==> src/rtl/exotiny_qspi_ctrl.sv <==
// exotiny_qspi_ctrl: QSPI memory controller for the ExoTiny core bus.
// Turns single-word bus requests into QSPI transactions.
// ROM is the SPI flash (read 0xEB); RAM is the QSPI PSRAM (read 0xEB, write 0x38).
// After a request is accepted, one setup cycle passes before the chip select goes low.
// Each SCK period then takes two clk cycles: phase 0 drives, phase 1 samples.
module exotiny_qspi_ctrl #(
  parameter int ROM_DUMMY = 4,
  parameter int RAM_DUMMY = 6
) (
  input  logic        clk_i,
  input  logic        rst_in,
  input  logic        req_i,
  input  logic        we_i,
  input  logic [24:0] adr_i,
  input  logic [3:0]  be_i,
  input  logic [31:0] dat_i,
  output logic        rdy_o,
  output logic [31:0] dat_o,
  output logic        mem_cs_rom_on,
  output logic        mem_cs_ram_on,
  output logic        mem_sck_o,
  input  logic [3:0]  mem_sd_i,
  output logic [3:0]  mem_sd_o,
  output logic [3:0]  mem_sd_oen_o
);

  typedef enum logic [2:0] {
    ST_IDLE,
    ST_START,
    ST_CMD,
    ST_ADDR,
    ST_MODE,
    ST_DUMMY,
    ST_DATA,
    ST_DONE
  } state_t;

  localparam logic [7:0] CMD_READ    = 8'hEB;
  localparam logic [7:0] CMD_WRITE   = 8'h38;
  localparam logic [7:0] ROM_DUMMY_L = 8'(ROM_DUMMY);
  localparam logic [7:0] RAM_DUMMY_L = 8'(RAM_DUMMY);

  state_t      state_q, state_d, next_state;
  logic        ph_q, ph_d;
  logic [7:0]  cnt_q, cnt_d;
  logic [7:0]  len_cur;
  logic        we_q, we_d;
  logic        ram_q, ram_d;
  logic        nop_q, nop_d;
  logic [23:0] addr_q, addr_d;
  logic [31:0] wdat_q, wdat_d;
  logic [7:0]  wlen_q, wlen_d;
  logic [31:0] rdat_q, rdat_d;
  logic [31:0] dat_q, dat_d;
  logic        rdy_q, rdy_d;
  logic        cs_rom_q, cs_rom_d;
  logic        cs_ram_q, cs_ram_d;
  logic        sck_q, sck_d;
  logic [3:0]  sd_o_q, sd_o_d;
  logic [3:0]  oen_q, oen_d;

  logic [4:0]  rd_pos;
  logic [4:0]  wr_pos;
  logic [1:0]  be_low;
  logic [2:0]  be_cnt;
  logic        active;
  logic [7:0]  cmd_sh;
  logic [23:0] addr_sh;
  logic [1:0]  unused_adr;

  // The two low address bits never reach the bus: reads are word aligned and
  // writes take their byte offset from be_i.
  assign unused_adr = adr_i[1:0];

  // Lowest enabled byte lane and number of enabled lanes of the incoming request.
  always_comb begin
    be_low = 2'd0;
    be_cnt = 3'd0;
    for (int i = 3; i >= 0; i--) begin
      if (be_i[i]) be_low = 2'(i);
    end
    for (int i = 0; i < 4; i++) begin
      be_cnt = be_cnt + {2'b00, be_i[i]};
    end
  end

  // Length in SCK periods of the current state and the state that follows it.
  always_comb begin
    len_cur    = 8'd0;
    next_state = ST_IDLE;
    case (state_q)
      ST_CMD: begin
        len_cur    = 8'd8;
        next_state = ST_ADDR;
      end
      ST_ADDR: begin
        len_cur = 8'd6;
        if (we_q)                    next_state = ST_DATA;
        else if (!ram_q)             next_state = ST_MODE;
        else if (RAM_DUMMY_L != 8'd0) next_state = ST_DUMMY;
        else                         next_state = ST_DATA;
      end
      ST_MODE: begin
        len_cur    = 8'd2;
        next_state = (ROM_DUMMY_L != 8'd0) ? ST_DUMMY : ST_DATA;
      end
      ST_DUMMY: begin
        len_cur    = ram_q ? RAM_DUMMY_L : ROM_DUMMY_L;
        next_state = ST_DATA;
      end
      ST_DATA: begin
        len_cur    = we_q ? wlen_q : 8'd8;
        next_state = ST_DONE;
      end
      default: begin
        len_cur    = 8'd0;
        next_state = ST_IDLE;
      end
    endcase
  end

  // Sequencer: latches the request, walks the phases and collects read nibbles.
  always_comb begin
    state_d = state_q;
    ph_d    = ph_q;
    cnt_d   = cnt_q;
    we_d    = we_q;
    ram_d   = ram_q;
    nop_d   = nop_q;
    addr_d  = addr_q;
    wdat_d  = wdat_q;
    wlen_d  = wlen_q;
    rdat_d  = rdat_q;
    dat_d   = dat_q;
    rd_pos  = {cnt_q[2:1], ~cnt_q[0], 2'b00};
    case (state_q)
      ST_IDLE: begin
        if (req_i) begin
          we_d    = we_i;
          ram_d   = adr_i[24];
          nop_d   = we_i & (~adr_i[24] | (be_i == 4'd0));
          addr_d  = we_i ? {adr_i[23:2], be_low} : {adr_i[23:2], 2'b00};
          wdat_d  = dat_i >> {be_low, 3'b000};
          wlen_d  = {4'd0, be_cnt, 1'b0};
          state_d = ST_START;
          ph_d    = 1'b0;
          cnt_d   = 8'd0;
        end
      end
      ST_START: begin
        state_d = nop_q ? ST_DONE : ST_CMD;
        ph_d    = 1'b0;
        cnt_d   = 8'd0;
      end
      ST_CMD, ST_ADDR, ST_MODE, ST_DUMMY, ST_DATA: begin
        if (!ph_q) begin
          ph_d = 1'b1;
        end else begin
          ph_d = 1'b0;
          if (state_q == ST_DATA && !we_q) begin
            rdat_d[rd_pos +: 4] = mem_sd_i;
          end
          if (cnt_q == len_cur - 8'd1) begin
            cnt_d   = 8'd0;
            state_d = next_state;
            if (state_q == ST_DATA && !we_q) dat_d = rdat_d;
          end else begin
            cnt_d = cnt_q + 8'd1;
          end
        end
      end
      ST_DONE: state_d = ST_IDLE;
      default: state_d = ST_IDLE;
    endcase
  end

  // Pin values for the upcoming cycle, decoded from the next state.
  always_comb begin
    active   = (state_d == ST_CMD) || (state_d == ST_ADDR) || (state_d == ST_MODE) ||
               (state_d == ST_DUMMY) || (state_d == ST_DATA);
    cs_rom_d = ~(active & ~ram_q);
    cs_ram_d = ~(active & ram_q);
    sck_d    = active & ph_d;
    rdy_d    = (state_d == ST_DONE);
    cmd_sh   = (we_q ? CMD_WRITE : CMD_READ) << cnt_d[2:0];
    addr_sh  = addr_q << {cnt_d[2:0], 2'b00};
    wr_pos   = {cnt_d[2:1], ~cnt_d[0], 2'b00};
    sd_o_d   = 4'h0;
    oen_d    = 4'h0;
    case (state_d)
      ST_CMD: begin
        sd_o_d = {3'b000, cmd_sh[7]};
        oen_d  = 4'b0001;
      end
      ST_ADDR: begin
        sd_o_d = addr_sh[23:20];
        oen_d  = 4'b1111;
      end
      ST_MODE: begin
        sd_o_d = 4'h0;
        oen_d  = 4'b1111;
      end
      ST_DATA: begin
        if (we_q) begin
          sd_o_d = wdat_q[wr_pos +: 4];
          oen_d  = 4'b1111;
        end
      end
      default: begin
        sd_o_d = 4'h0;
        oen_d  = 4'h0;
      end
    endcase
  end

  // All state and pins are registered; reset returns everything to idle at once.
  always_ff @(posedge clk_i) begin
    if (!rst_in) begin
      state_q  <= ST_IDLE;
      ph_q     <= 1'b0;
      cnt_q    <= 8'd0;
      we_q     <= 1'b0;
      ram_q    <= 1'b0;
      nop_q    <= 1'b0;
      addr_q   <= 24'd0;
      wdat_q   <= 32'd0;
      wlen_q   <= 8'd0;
      rdat_q   <= 32'd0;
      dat_q    <= 32'd0;
      rdy_q    <= 1'b0;
      cs_rom_q <= 1'b1;
      cs_ram_q <= 1'b1;
      sck_q    <= 1'b0;
      sd_o_q   <= 4'h0;
      oen_q    <= 4'h0;
    end else begin
      state_q  <= state_d;
      ph_q     <= ph_d;
      cnt_q    <= cnt_d;
      we_q     <= we_d;
      ram_q    <= ram_d;
      nop_q    <= nop_d;
      addr_q   <= addr_d;
      wdat_q   <= wdat_d;
      wlen_q   <= wlen_d;
      rdat_q   <= rdat_d;
      dat_q    <= dat_d;
      rdy_q    <= rdy_d;
      cs_rom_q <= cs_rom_d;
      cs_ram_q <= cs_ram_d;
      sck_q    <= sck_d;
      sd_o_q   <= sd_o_d;
      oen_q    <= oen_d;
    end
  end

  assign rdy_o         = rdy_q;
  assign dat_o         = dat_q;
  assign mem_cs_rom_on = cs_rom_q;
  assign mem_cs_ram_on = cs_ram_q;
  assign mem_sck_o     = sck_q;
  assign mem_sd_o      = sd_o_q;
  assign mem_sd_oen_o  = oen_q;

endmodule

==> config.mk <==
export PLATFORM = sky130hd
export DESIGN_NAME = exotiny_qspi_ctrl
export DESIGN_NICKNAME = d
export VERILOG_FILES = /design/src/rtl/exotiny_qspi_ctrl.sv
export SDC_FILE = /design/constraint.sdc
export NUM_CORES = 1
export LEC_CHECK = 0
export ABC_AREA = 0
export BUFFER_PORTS_ARGS = -buffer_cell sky130_fd_sc_hd__buf_4
export CORE_ASPECT_RATIO = 1.4
export CORE_MARGIN = 3
export CORE_UTILIZATION = 40
export DETAILED_ROUTE_END_ITERATION = 6
export HOLD_SLACK_MARGIN = 0.15
export PLACE_DENSITY = 0.68
export SLEW_MARGIN = 0
export SYNTH_ARGS = -nofsm -noshare
export SYNTH_HDL_FRONTEND = slang
export SYNTH_SLANG_ARGS = --single-unit
==> constraint.sdc <==
create_clock -name clk_i -period 5 [get_ports clk_i]
set_input_delay 0.25 -clock clk_i [delete_from_list [all_inputs] [get_ports clk_i]]
set_output_delay 0.25 -clock clk_i [all_outputs]
set_load 0.05 [all_outputs]
==> impl_results.md <==
- Post-synthesis net count: ~930
- Gate power share: 16.8%
- Core Area: 18200 sq um
- CP max stage delay: slightly below 0.7 ns
- CP Launch Type: register
- DIE AREA: ~21000 sq um
- PortBufs: 110
- DR DRC count: 0
- Mean routed wirelength per cell: 15.2 um
- Endpoints failing setup: 0
- Top_reg_cell synth: dfxtp_1
- Largest net degree at the start of global routing: 74
- Psw: 928 uW
- CTS root buffer: clkbuf_16
- Post-synth EDFFs: 0
- Vias per cell: 5.30
- Clock network power share: 41.1%
- Yosys warnings: 0
- Inserted Diodes: 0
- Fmax: about 0.25 GHz
- Register bit count reported by yosys: 148
- H-tree depth: 4
- Max clock buf depth: 2
- Sw Ratio: 29.9%
- Hold path startpoint: mem_sd_i[0]
- Initial drt markers: 224
- Final Hold Vio Count: 0
- Worst Reg-to-Reg Cells: 11
- RR Startpoint: state_q[2]
- Crit path kind: reg -> reg
- CTS tree: done
- Initial antenna violation count: 0
- Synth area leader: dfxtp_1
- VDD IR-drop max: 200 uV
- Final #Nets: around 1000
- Period utilisation layout: 81.2%
- DR pass1 iterations: 4
- Worst-path clk slew: 0.07 ns
- Mapped Area: 7530 sq um
- First-pass GRT wire length: 31.1 mm
- Synth async-reset ratio: 0%
- Die Width: 122 um
- Worst EP arrival: 4.36 ns
- Vias in the first global route: 6324
- Share of layout cells above drive strength 1: 18.5%
- Part of the power in registers: between 40% and 50%
- Die height: 168 um
- Setup TNS: 0 ns
- Crit-path slowest cell: dfxtp_1
- Post-CTS Resized: 0
- Via count: 6447
- Min cycle time layout: ~4.1 ns
- HP Class: in -> reg
- Num CTS Buffers: 17
- Total Wirelength: ~18 mm
- Hold depth: 3
- Synth unique cells: 69
- GRT Total Usage: 18.6%
- Crit path depth: 11
- Hold Buf Count CTS: 32
- Dpl hpwl: approximately 13 mm
- Clock Skew: ~0.009 ns
- Worst Tran Pin Value: around 1.1 ns
- Top post-synthesis cells by count: nand2_1 (180), dfxtp_1 (148), mux2i_1 (82)
- Post-CTS setup buffers: 0
- Final Max Tran Viols: 0
- Global route overflow: 0
- Crit path required time: about 5.3 ns
- Dominant cells by area after synthesis: dfxtp_1 (39%), mux2i_1 (11%), nand2_1 (9.0%)
- Power per cell area: 330 nW/um^2
- IO Pins: 113
- Synthesis-to-finish area growth: 24.6%
- Starting Density: between 40% and 50%
- Kind of cell adding the most delay to the critical path: compound AO/OA/AOI/OAI gates
- Mapped Cells: 857
- Worst Path Buf+Inv: 1
- Lkg Pwr: 0.00402 uW
- Number of cell rows: 58
- Gp weighted congestion: 0.909
- Top cell type's share of synthesized area: 39.3%
- Max_cap viols: 0
- Max_slew headroom: 29.1%
- Max FO, Critical Path: 17
- RSZ-0062 raised after global routing: false
- Syn Area/Cell: around 9 sq um
- Crit-path cells: inv_4 > o311a_1 > ha_1 > nor3_1 > a41oi_1 > a31oi_4 > a221o_1 > and3_1 > mux4_2 > mux2i_1 > o22ai_1
- Status: complete, no violations
- Final ANT Viol Nets: 0
- Endpoint class of the critical path: register
- Most frequent cell after synthesis: nand2_1
- Total Power: 3100 uW
- Internal: about 2200 uW
- Seq/Total Area, Yosys: between 30% and 40%
- Clock Latency Late Sink: 0.43 ns
- Worst setup startpoint: state_q[2]
- CTS Sinks: roughly 150
[kinds of logic after synthesis]
logic type                 after synthesis  synth area share, %
AOI/OAI and AO/OA                      194                 20.1
and+or+nand+nor                        330                 21.0
buffers and inverters                   80                 4.48
muxes                                   95                 13.4
DFF                                    148                 39.3
xor gates and xnor gates                 2                0.233
adders and majority gates                8                 1.43
[flip-flops by register name, summed over array words and instances (netlist names), 2 cells and up]
name and count:
state_q 3, mem_sd_oen_o 2, addr_q 24, mem_sd_o 4
wdat_q 32, dat_o 32, rdat_q 32, wlen_q 3
cnt_q 8
[metrics by stage]
step | std cells | area, sq um | hold slack (ns) | utilization, % | setup WS, ns
2_1_floorplan | 857 | 7530 | 0.395 | - | 1.85
3_3_place_gp | 1152 | 8480 | 0.450 | 46.5 | 1.05
3_5_place_dp | 1152 | 8480 | 0.445 | 46.5 | 1.01
4_1_cts | 1216 | 9380 | 0.177 | 51.5 | 0.972
5_1_grt | 1216 | 9380 | 0.194 | 51.5 | 0.624
6_report | 1216 | 9380 | 0.196 | 51.5 | 0.941
[layer usage]
layer  wire, um  vias to the layer above  part of all wire, %  GRT usage (%)
met3        762                       28                  4.1           3.53
met5          0                        -                    0              0
met1       7690                     3011                   42           22.4
met4        429                        0                  2.3           7.41
li1           -                     3264                    -              -
met2       9590                      144                   52           32.4
[layout by cell type, fill, tap and decap left out, types with 16 or more instances in the layout]
cell / instances
a21boi_0: 58
and2_1: 16
buf_4: 121
clkbuf_16: 17
dfxtp_1: 148
dlygate4sd3_1: 32
mux2i_1: 82
nand2_1: 180
nand3_1: 36
nor2b_1: 25
o211a_1: 40
o211ai_1: 21
o21ai_0: 22
[layout make-up]
class / count / area, sq um
clock buffer: 17 / 425
clock inverter: 15 / 161
fill: 1716 / 8830
inverter: 14 / 55.1
multi-input combinational: 629 / 4250
sequential: 148 / 2960
tap: 240 / 300
timing repair buffer: 153 / 1230
[tightest hold or removal path, delay by kind of cell]
| family | cells | cell delay [ns] |
|---|---|---|
| AND/OR/NAND/NOR | 1 | 0.08 |
| buffers and inverters | 1 | 0.18 |
| AO/OA/AOI/OAI | 1 | 0.07 |
[power groups by stage]
stage          sequential (uW)  combinational, uW  clock [uW]
2_1_floorplan             1330                347           0
3_3_place_gp              1330                499           0
3_5_place_dp              1330                504           0
4_1_cts                   1300                526        1300
5_1_grt                   1310                582        1350
6_report                  1300                521        1270
[worst paths after layout]
check | slack (ns) | endpoint
worst max-delay path | 0.94 | mem_sd_o[3]
worst min-delay path | 0.20 | rdat_q[8]
worst max register to register | 0.94 | mem_sd_o[3]
worst min register to register | 0.46 | rdat_q[29]
Power figures use the tool's default switching activity.
